==> config.mk <==
export PLATFORM = sky130hd
export DESIGN_NAME = coco_timer
export DESIGN_NICKNAME = d
export VERILOG_FILES = /design/src/rtl/coco_timer.sv
export SDC_FILE = /design/constraint.sdc
export NUM_CORES = 1
export LEC_CHECK = 0
export ABC_AREA = 1
export CORE_AREA = 2 2 134 71
export DETAILED_ROUTE_END_ITERATION = 12
export DIE_AREA = 0 0 136 73
export GPL_TIMING_DRIVEN = 0
export PLACE_DENSITY_LB_ADDON = 0.25
export SETUP_SLACK_MARGIN = 0.02
export SYNTH_ARGS = -nofsm -noshare
export SYNTH_HDL_FRONTEND = slang
export SYNTH_SLANG_ARGS = --single-unit
==> constraint.sdc <==
create_clock -name clk -period 1.4 [get_ports clk]
set_input_delay 0.28 -clock clk [delete_from_list [all_inputs] [get_ports clk]]
set_output_delay 0.28 -clock clk [all_outputs]
set_load 0.02 [all_outputs]
==> src/rtl/coco_timer.sv <==
// Programmable down-counting bus timer: CTRL/PRESET/COUNT registers, a load/count/expire
// sequencer and a maskable interrupt. Two instances sit behind the system bridge.
module coco_timer #(
  parameter logic [31:0] PRESET_INIT = 32'h0000_0000
) (
  input  logic        clk,
  input  logic        reset,
  input  logic [1:0]  Addr,
  input  logic        WE,
  input  logic [31:0] WD,
  output logic [31:0] RD,
  output logic        IRQ
);

  typedef enum logic [1:0] {IDLE, LOAD, CNT, INT} state_t;

  state_t      state;
  logic [3:0]  ctrl;
  logic [31:0] preset;
  logic [31:0] count;
  logic        irq_flag;

  logic enable;
  logic auto_reload;
  logic wr_ctrl;
  logic wr_preset;

  assign enable      = ctrl[0];
  assign auto_reload = (ctrl[2:1] == 2'b01);
  assign wr_ctrl     = WE && (Addr == 2'b00);
  assign wr_preset   = WE && (Addr == 2'b01);

  // Statement order sets collision priority: a bus write clears irq_flag before
  // the CNT expiry can set it, and a CTRL write overrides the INT enable clear.
  always_ff @(posedge clk) begin
    if (reset) begin
      state    <= IDLE;
      ctrl     <= '0;
      preset   <= PRESET_INIT;
      count    <= '0;
      irq_flag <= 1'b0;
    end else begin
      if (wr_ctrl || wr_preset)
        irq_flag <= 1'b0;
      if (wr_preset)
        preset <= WD;

      case (state)
        IDLE: begin
          if (enable)
            state <= LOAD;
        end
        LOAD: begin
          count    <= preset;
          irq_flag <= 1'b0;
          state    <= CNT;
        end
        CNT: begin
          if (!enable) begin
            state <= IDLE;
          end else if (count > 32'd1) begin
            count <= count - 32'd1;
          end else begin
            count    <= '0;
            irq_flag <= 1'b1;
            state    <= INT;
          end
        end
        INT: begin
          if (auto_reload)
            irq_flag <= 1'b0;
          else
            ctrl[0] <= 1'b0;
          state <= IDLE;
        end
        default: state <= IDLE;
      endcase

      if (wr_ctrl)
        ctrl <= WD[3:0];
    end
  end

  always_comb begin
    RD = '0;
    case (Addr)
      2'b00:   RD = {28'b0, ctrl};
      2'b01:   RD = preset;
      2'b10:   RD = count;
      default: RD = '0;
    endcase
  end

  assign IRQ = irq_flag & ctrl[3];

endmodule

# Word-level counts from Yosys, hierarchy flattened
# Cells that the tools add are included.
word_totals:
  mem_count: 0
  latchBits: 0
  elab_cells: 45
  ff_bits: 71
  romBits: 0
  out_inout_bits: 33
  ram_bits: 0
  inputBits: 37
op_classes:
  bitwise_logic: 1
  addsub: 1
  n_reduce_logical: 10
  n_shift: 0
  order_cmp: 1
  n_mul: 0
  muxes: 16
  n_eq_ne: 10
  n_div: 0
op_table:
  columns: ["cell", "count"]
  rows:
  - ["$pmux W32 S3", 1]
  - ["$mux W32", 2]
  - ["$pmux W32 S2", 1]
  - ["$gt A32 B1 Y1 const B", 1]
  - ["$sub A32 B1 Y32 const B", 1]
  - ["$pmux W2 S4", 1]
  - ["$mux W1", 7]
  - ["$eq A2 B1 Y1 const B", 3]
  - ["$eq A2 B2 Y1 const B", 3]
  - ["$mux W2", 3]
  - ["$reduce_and A2 Y1", 3]
  - ["$logic_not A2 Y1", 2]
  - ["$ne A2 B2 Y1 const B", 2]
  - ["$reduce_bool A2 Y1", 2]
  - ["$ne A3 B3 Y1 const B", 1]
  - ["$pmux W1 S3", 1]
  - ["$logic_and A1 B1 Y1", 2]
  - ["$ne A2 B1 Y1 const B", 1]
  - ["$and A1 B1 Y1", 1]
  - ["$logic_or A1 B1 Y1", 1]

# Logic depth before layout (Yosys ltp)
logic_depth:
  depth_word: 7
  mapped_depth: 11
  mapped_depth_nobuf: 11

# Worst setup path before layout
# Ideal clock, no wire load.
synth_timing:
  path_type: "in2out"
  startpoint: "input port Addr[0]"
  endpoint: "output port RD[1]"
  stages: 5
  t_required_ns: 1.120
  setup_slack_ns: -0.112
  n_path_buf: 1
  t_arrival_ns: 1.232
  cell_sequence: "inv_1 > nor2_1 > inv_1 > clkbuf_1 > o221ai_1"
synth_via:
  elab_chain_cells: 2
  word_cells_on_any_way: 4
  cone_classes: "eq/ne (2); mux (1); reduce/logical (1)"
synth_rtl:
  columns: ["element", "line_no", "text"]
  rows:
  - ["start: declaration", "8", "input logic [1:0] Addr,"]
  - ["$eq A2 B2 Y1 (tied with other cells)", "86", "case (Addr)"]
  - ["$pmux W32 S3 *", "86", null]
  - ["end: declaration", "11", "output logic [31:0] RD,"]
# Mark *: on every way between the ends. The rest lies on a longest branch, timed or not.

# Worst setup path after layout
layout_timing:
  startpoint: "register count[1]"
  endpoint: "register count[15]"
layout_via:
  elab_chain_cells: 4
  word_cells_on_any_way: 5
  cone_classes: "add/sub (1); order compare (1); mux (3)"
layout_rtl:
  columns: ["element", "line_no", "text"]
  rows:
  - ["start: declaration", "20", "logic [31:0] count;"]
  - ["start signal: assignment", "54", "count <= preset;"]
  - ["start signal: assignment", "62", "count <= count - 32'd1;"]
  - ["$sub A32 B1 Y32 or $gt A32 B1 Y1 (tied branches)", "62, 61", null]
  - ["$mux W32 *", "61", "end else if (count > 32'd1) begin"]
  - ["$mux W32 *", "59", "if (!enable) begin"]
  - ["$pmux W32 S2 *", "48", "case (state)"]
# Mark *: on every way between the ends. The rest lies on a longest branch, timed or not. The select of a mux whose other input is x is not followed.
# A chain may end at the register's enable or synchronous reset.

==> summary.md <==
| Metric | Value |
|---|---|
| Asr flop ratio synth | `0` |
| Worst EP arrival | `1.87 ns` |
| Hold slack | `0.298 ns` |
| Count leader, synth | `a21oi_1` |
| Die height | `73 um` |
| Detailed Routing Iterations Pass 1 | `6` |
| DR vias/cell | `5.91` |
| Mapped Nets | `653` |
| Final Hold Viols | `0` |
| Die span in x | `136 um` |
| Core ar. | `8950 um2` |
| Inserted Clock Buffers | `9` |
| Placer Congestion | `0.971` |
| Number of synthesized register bits | `71` |
| Vias | `5009` |
| Largest net degree at the start of global routing | `12` |
| Hold buffer count at CTS | `0` |
| CTS root buffer | `clkbuf_16` |
| Die ar. | `9930 um2` |
| Final WS setup | `-0.217 ns` |
| Initial DRC count | `577` |
| First-pass GRT wire length | `25100 um` |
| Crit Path Category | `register to register` |
| Top area cells in the synthesized netlist | `dfxtp_1 34%, a21oi_1 11%, o21ai_0 8.4%` |
| Register Area | `1510 um2` |
| Design Power | `6.55 mW` |
| Nets | `761` |
| Failing checks | `setup timing` |
| Area of the multi-input gates | `2970 um2` |
| Total negative slack | `-5.98 ns` |
| VDD IR-drop max | `0.000704 V` |
| CP endpoint kind | `register` |
| DRC | `0` |
| Post-detail-place hpwl | `10500 um` |
| CTS tree | `built` |
| Fmax | `618 MHz` |
| Cell variety after synth | `30` |
| Net switching power | `2.26 mW` |
| Post-synth EDFFs | `0` |
| Max FO, Critical Path | `5` |
| Count of buffers from port buffering | `69` |
| Mean Syn Cell Area | `6.82 um2` |
| Class of the worst hold path | `primary input to register` |
| Main synth FF type | `dfxtp_1` |
| Ant. Diodes | `0` |
| Pleak | `2.58 nW` |
| Worst Path Required | `1.66 ns` |
| Avg WL per Cell | `20.4 um` |
| Min Tclk post-route | `1.62 ns` |
| Synth top cells by count | `94 x a21oi_1, 82 x nand2_1, 76 x inv_1` |
| H-tree lvl count | `3` |
| Setup WS pre-CTS | `-1.37 ns` |
| Sequential power share | `0.335` |
| Final setup violation count | `49` |
| Clock insertion delay at the later pin of the skew report | `0.34 ns` |
| Post-Synthesis Cells | `614` |
| Fin util | `0.734` |
| Vias in the first global route | `4597` |
| Clock tree buffer depth | `2` |
| Clock sinks | `71` |
| Clock-pin slew on the worst setup and hold paths | `0.06 ns` |
| # rows | `25` |
| Yosys top cell area share | `0.340` |
| Filler cell count | `678` |
| Area growth syn-to-layout | `56.8%` |
| Sw Ratio | `0.344` |
| Share of the yosys chip area belonging to registers | `0.340` |
| Layout cells sized above 1 | `0.435` |
| Worst slew margin | `0.653` |
| Initial antenna violation count | `0` |
| I/O pins | `70` |
| Synth area leader | `dfxtp_1` |
| Combinational Power Share | `0.312` |
| GRT Util Overall | `0.341` |
| Worst Setup Start Kind | `register` |
| Antenna viol nets, final | `0` |
| Clk_skew | `0.00931 ns` |
| RSZ-0062 raised after global routing | `true` |
| Fin crit share | `1.16` |
| Post-synthesis cell area | `4190 um2` |
| Synth warnings | `0` |
| Status | `finished with violations` |
| Clock power share | `0.353` |
| Initial core utilization | `0.468` |
| Max-cap violation count | `0` |
| Pins Over Slew Limit | `0` |
| Total grt overflow | `0` |
| P per Cell Area | `998 nW/um2` |
| Int Pwr | `4.29 mW` |
| Measured slew at the worst slew-check pin | `0.520 ns` |
| Final WL | `17300 um` |
-- cell type report --
type,count,share of cell area
Clock inverter,3,0.00667
Timing Repair Buffer,97,0.154
Clock buffer,12,0.0375
Inverter,85,0.0516
Buffer,31,0.0454
Multi-Input combinational cell,427,0.452
Tap cell,121,0.0231
Sequential cell,71,0.229
-- flip-flops by register name, indices dropped and copies added (netlist names) --
name / flops
state: 2
ctrl: 4
preset: 32
count: 32
irq_flag: 1
-- cells in the final DEF (no fill, tap or decap), types with 3 or more instances in the layout --
master / instances
nand2_1: 65
o21ai_0: 65
a21oi_1: 62
inv_1: 61
dfxtp_1: 40
a21oi_2: 37
nor2_1: 35
buf_6: 33
clkdlybuf4s50_1: 33
buf_4: 28
nor2_4: 22
o22ai_2: 20
inv_2: 19
dfxtp_4: 18
nand3_2: 17
clkbuf_16: 16
nand2_2: 16
nand3_1: 16
dfxtp_2: 13
nand2_4: 12
xor2_1: 12
nor2_2: 11
clkbuf_2: 11
o22ai_4: 8
o21ai_1: 7
clkbuf_4: 4
nand4_1: 4
clkbuf_1: 4
clkbuf_8: 3
o221ai_2: 3
buf_8: 3
-- timing repair --
item | CTS | global route
cloned | 5 | 0
pin swaps | 18 | 27
endpoints found under the setup margin | 104 | 93
resized for setup | 387 | 99
buffers inserted | 15 | 8
-- per-layer routing --
| layer | GRT usage | vias to the layer above | share of wire | routed length [um] |
|---|---|---|---|---|
| li1 | - | 2270 | - | - |
| met1 | 0.483 | 2393 | 0.44 | 7600 |
| met2 | 0.505 | 313 | 0.43 | 7370 |
| met3 | 0.0875 | 33 | 0.11 | 1990 |
| met4 | 0.115 | 0 | 0.020 | 344 |
| met5 | 0 | - | 0 | 0 |
-- power groups by stage --
stage	Combinational, mW	Clock (mW)	Sequential, mW
after CTS	1.76	2.30	2.19
after detailed placement	1.46	0	2.23
after global routing	2.16	2.38	2.20
final	2.05	2.31	2.19
after global placement	1.43	0	2.23
after floorplan	1.00	0	2.21
-- metrics by stage --
stage | instance area (um2) | cells
2_1_floorplan | 4240 | 614
3_3_place_gp | 5080 | 804
3_5_place_dp | 5080 | 804
4_1_cts | 6230 | 839
5_1_grt | 6570 | 847
6_report | 6570 | 847
-- cell families (layout without fill, tap and decap cells) --
| logic type | after synthesis | count (layout) | share of synthesized area |
|---|---|---|---|
| buffers and inverters | 116 | 228 | 0.109 |
| DFF | 71 | 71 | 0.340 |
| xor gates and xnor gates | 13 | 13 | 0.0272 |
| AOI/OAI and AO/OA | 207 | 207 | 0.266 |
| adders and majority gates | 2 | 2 | 0.00598 |
| and+or+nand+nor | 205 | 205 | 0.252 |
-- critical path, stage by stage (launching register included) --
cell	delay [ns]
dfxtp_2	0.35
clkinv_4	0.09
ha_4	0.20
nor2_4	0.12
nor2_4	0.05
nand3_2	0.09
nor2_4	0.06
nor2_8	0.16
buf_8	0.17
nand2_2	0.06
a21oi_2	0.18
-- worst paths after layout --
check	endpoint	from	slack, ns	cells after the start
hold reg to reg	preset[23]	preset[23]	0.49	2
setup reg to reg	count[15]	count[1]	-0.22	10
setup / recovery	count[15]	count[1]	-0.22	10
hold / removal	preset[0]	Addr[1]	0.30	4
Power figures use the tool's default switching activity.
